**config.mk**
```make
export PLATFORM = sky130hd
export DESIGN_NAME = branch_decider
export DESIGN_NICKNAME = d
export VERILOG_FILES = /design/src/rtl/branch_decider_pkg.sv /design/src/rtl/branch_decider_cond_eval.sv /design/src/rtl/branch_decider.sv
export SDC_FILE = /design/constraint.sdc
export NUM_CORES = 1
export LEC_CHECK = 0
export BUFFER_PORTS_ARGS = -buffer_cell sky130_fd_sc_hd__buf_2
export CAP_MARGIN = 20
export CORE_AREA = 4 4 41 43
export DETAILED_ROUTE_END_ITERATION = 8
export DIE_AREA = 0 0 45 47
export PLACE_DENSITY_LB_ADDON = 0.2
export SLEW_MARGIN = 5
export SYNTH_ARGS = -nofsm -noshare
export SYNTH_HDL_FRONTEND = slang
export SYNTH_HIERARCHICAL = 1
export SYNTH_SLANG_ARGS = --single-unit
```
**constraint.sdc**
```tcl
create_clock -name clk -period 1.5 [get_ports clk]
set_clock_uncertainty 0.15 [all_clocks]
set_input_delay 0.15 -clock clk [delete_from_list [all_inputs] [get_ports clk]]
set_output_delay 0.15 -clock clk [all_outputs]
set_load 0.01 [all_outputs]
```
**src/rtl/branch_decider_pkg.sv**
```systemverilog
// ============================================================================
// Module   : branch_decider_pkg
// Brief    : Branch condition encodings shared by the branch decider files.
// Revision : 1.0 - initial release
// ============================================================================
`default_nettype none

package branch_decider_pkg;

    typedef logic [2:0] br_type_t;

    localparam br_type_t BR_Z      = 3'd0;
    localparam br_type_t BR_C      = 3'd1;
    localparam br_type_t BR_S      = 3'd2;
    localparam br_type_t BR_V      = 3'd3;
    localparam br_type_t BR_NZ     = 3'd4;
    localparam br_type_t BR_NC     = 3'd5;
    localparam br_type_t BR_NS     = 3'd6;
    localparam br_type_t BR_ALWAYS = 3'd7;

endpackage : branch_decider_pkg

`default_nettype wire

```
**src/rtl/branch_decider_cond_eval.sv**
```systemverilog
// ============================================================================
// Module   : br_cond_eval
// Brief    : Combinational branch condition mux over the ALU flags.
// Revision : 1.0 - initial release
// ============================================================================
`default_nettype none

module br_cond_eval
    import branch_decider_pkg::*;
(
    input  logic     zFlag,
    input  logic     carryFlag,
    input  logic     signFlag,
    input  logic     overflowFlag,
    input  br_type_t brType,
    output logic     cond
);

    always_comb begin
        cond = 1'b0;
        case (brType)
            BR_Z:      cond = zFlag;
            BR_C:      cond = carryFlag;
            BR_S:      cond = signFlag;
            BR_V:      cond = overflowFlag;
            BR_NZ:     cond = !zFlag;
            BR_NC:     cond = !carryFlag;
            BR_NS:     cond = !signFlag;
            BR_ALWAYS: cond = 1'b1;
            default:   cond = 1'b0;
        endcase
    end

endmodule : br_cond_eval

`default_nettype wire

```
**src/rtl/branch_decider.sv**
```systemverilog
// ============================================================================
// Module   : branch_decider
// Brief    : Registered branch decision with one-cycle valid strobe. Defining
//            BRANCH_DECIDER_TAKEN_CNT_EN adds a saturating taken counter.
// Revision : 1.0 - initial release
// ============================================================================
`default_nettype none

module branch_decider
    import branch_decider_pkg::*;
#(
    parameter int CNT_W = 16
) (
    input  logic             clk,
    input  logic             rst_n,
    input  logic             zFlag,
    input  logic             carryFlag,
    input  logic             signFlag,
    input  logic             overflowFlag,
    input  logic [2:0]       brType,
    input  logic             brValid,
    output logic             brTrue,
    output logic             brTrueValid
`ifdef BRANCH_DECIDER_TAKEN_CNT_EN
    ,
    output logic [CNT_W-1:0] takenCount
`endif
);

    logic cond;
    logic br_true_d, br_true_q;
    logic br_valid_d, br_valid_q;

    br_cond_eval u_cond_eval (
        .zFlag        (zFlag),
        .carryFlag    (carryFlag),
        .signFlag     (signFlag),
        .overflowFlag (overflowFlag),
        .brType       (br_type_t'(brType)),
        .cond         (cond)
    );

    // Hold the last decision while idle so X on idle inputs never reaches brTrue.
    always_comb begin
        br_true_d  = br_true_q;
        br_valid_d = 1'b0;
        if (brValid) begin
            br_true_d  = cond;
            br_valid_d = 1'b1;
        end
    end

    always_ff @(posedge clk) begin
        if (!rst_n) begin
            br_true_q  <= 1'b0;
            br_valid_q <= 1'b0;
        end else begin
            br_true_q  <= br_true_d;
            br_valid_q <= br_valid_d;
        end
    end

    assign brTrue      = br_true_q;
    assign brTrueValid = br_valid_q;

`ifdef BRANCH_DECIDER_TAKEN_CNT_EN
    logic [CNT_W-1:0] taken_cnt_d, taken_cnt_q;

    always_comb begin
        taken_cnt_d = taken_cnt_q;
        if (brValid && cond && (taken_cnt_q != {CNT_W{1'b1}})) begin
            taken_cnt_d = taken_cnt_q + 1'b1;
        end
    end

    always_ff @(posedge clk) begin
        if (!rst_n) begin
            taken_cnt_q <= '0;
        end else begin
            taken_cnt_q <= taken_cnt_d;
        end
    end

    assign takenCount = taken_cnt_q;
`else
    logic unused_cnt_w;
    assign unused_cnt_w = (CNT_W > 0);
`endif

endmodule : branch_decider

`default_nettype wire

```
==> results.tsv <==
stage	metric	value	unit
cts	ctsRootBufferMaster	clkbuf_4	
route	viasPerCell	3.41	
sta	max_freq	0.920	GHz
synthesis	synthCells	11	
synthesis	syn_nets	21	
cts	ctsHoldBuffers	1	
sta	tightest_slew	0.120	ns
die	coreArea	1300	um2
synthesis	ys.flop_type	dfxtp_1	
synthesis	muxShareOfSynthArea	35.4	%
synthesis	syn-cell-area	120	um2
sta	timing.slew.headroom	91.7	%
cts	h-tree-depth	1	
pwr	vdd_drop_max	0.141	mV
die	dieWidth	45	um
grt	grt_max_degree	4	
pwr	power	0.000216	W
synthesis	netlist_top_cells_area	dfxtp_1, mux4_2, mux2i_1	
pwr	p_leak	0.112	nW
placement	portBuffers	11	
synthesis	yosys.area.top_type	dfxtp_1	
synthesis	ys_seq_area_share	33.3	%
cells_and_area	area_growth	88.5	%
sta	final_hold_viol_count	0	
sta	fin_crit	1.09	ns
critical_path	slowest_stage	mux4_2	
synthesis	synth_xor_area_share	0	%
cts	clockBufferDepth	2	
sta	rsz0062_at_grt	false	
cells_and_area	drive_gt1_share	61.5	%
die	start_util	9.23	%
route	wl	333	um
cts	post_cts_buffers	0	
synthesis	ys_warn_count	6	
cts	clk_pin_slew_worst_paths	0.03	ns
synthesis	ys_types	9	
synthesis	yosys-top-cells-count	dfxtp_1, mux2i_1	
run	max-cap-violations	0	
grt	antenna_found_initial	0	
synthesis	synth_top_family_by_area	multiplexers	
cts	cts_resized	0	
pwr	p_per_area	955	nW/um2
cells_and_area	nets	38	
route	wl_per_cell	8.12	um
die	die_area	2120	um2
synthesis	async_flop_share	0	%
cts	cts_buffers	3	
die	placementRows	13	
synthesis	synth-adder-area-share	0	%
status	status	finished clean	
cts	clock_latency	0.22	ns
synthesis	synth_compound_area_share	10.4	%
route	num_vias	140	
critical_path	required	1.46	ns
placement	routabilityCongestion	0.554	
grt	grt_remaining_overflow	0	
critical_path	end_kind	register	
critical_path	start_kind	input port	
synthesis	yosys.area_share.simple	17.7	%
synthesis	synth_edf_count	0	
critical_path	cp_slowest_stage_delay	0.49	ns
hold_path	hold_path_class	in2reg	
critical_path	critPathKind	in2reg	
grt	track_usage	4.58	%
cells_and_area	antenna_cells	0	
route	drc	0	
sta	post-route-period-util	72.5	%
critical_path	cp.arrival	1.05	ns
route	firstDrtPassIters	1	
grt	grt_pass1_vias	159	
die	ios	12	
synthesis	syn_area_per_cell	10.9	um2
route	final_antenna_net_count	0	
critical_path	path_max_fanout	3	
grt	grt_pass1_wl	558	um
sta	finalSetupViolCount	0	
critical_path	crit_chain	buf_2, mux4_2, inv_1, o21ai_1, mux2i_1, nor2b_1	
synthesis	synth_top_area_share	33.3	%
die	die_y	47	um
sta	fin_setup_tns	0	ns
cts	clkSinkCount	2	
route	drt-initial-drc-count	0	
sta	slew_viol_final	0	
synthesis	ys_ff_latch	2	
cts	cts_tree	yes	
==> through the flow <==
step	setup WS (ns)	instance area, um2	util, %	std cells	hold slack [ns]
final	0.413	226	17.4	41	0.0205
after global routing	0.371	226	17.4	41	0.00439
after CTS	0.409	226	17.4	41	0.0191
after detailed placement	0.158	194	14.9	37	0.238
after global placement	0.169	194	14.9	37	0.224
after floorplan	0.348	120	-	11	0.128
==> where the power goes <==
group | switching, W | leakage (nW) | internal (W) | total (W)
clock network | 0.0000311 | 0.0138 | 0.0000884 | 0.000119
logic | 0.0000145 | 0.0818 | 0.0000238 | 0.0000382
registers | 0.00000138 | 0.0166 | 0.0000572 | 0.0000586
==> final timing paths <==
path / depth (start not counted) / slack (ns) / to / from
setup / recovery: 6 / 0.41 / brTrue / brType[0]
hold / removal: 2 / 0.02 / brTrueValid / brValid
setup reg to reg: 2 / 0.77 / brTrue / brTrue
hold reg to reg: 2 / 0.37 / brTrue / brTrue
==> cell type report <==
| type | count | area, um2 |
|---|---|---|
| clock buffer | 3 | 22.5 |
| fill | 159 | 1070 |
| inverter | 1 | 3.75 |
| multi-input combinational | 8 | 76.3 |
| sequential | 2 | 40.0 |
| tap | 15 | 18.8 |
| timing repair buffer | 12 | 65.1 |
==> layer usage <==
metal | track usage, % | wire length [um]
met2 | 4.80 | 132
met4 | 8.77 | 14
met3 | 3.45 | 38
met1 | 3.86 | 148
met5 | 0 | 0
==> cell usage in the layout (no fill, tap or decap), drive strengths merged <==
master and count:
buf 11, clkbuf 3, mux2i 2, dfxtp 2, and2 1, nor2b 1
dlygate4sd3 1, mux4 1, inv 1, nand3b 1, o211ai 1, o21ai 1
==> sequential cells by signal, indices dropped and copies added, names as in the netlist <==
name	flops
brTrueValid	1
brTrue	1
==> critical path: cells and delay by family <==
| kind | cells | cell delay [ns] |
|---|---|---|
| buffers and inverters | 2 | 0.17 |
| AOI/OAI and AO/OA | 1 | 0.05 |
| and+or+nand+nor | 1 | 0.05 |
| muxes | 2 | 0.62 |
==> kinds of logic after synthesis <==
group,after synthesis
mux,3
simple gates,3
compound gates,2
flops,2
buf+inv,1
Note: power is estimated with default switching activity, not from simulation.
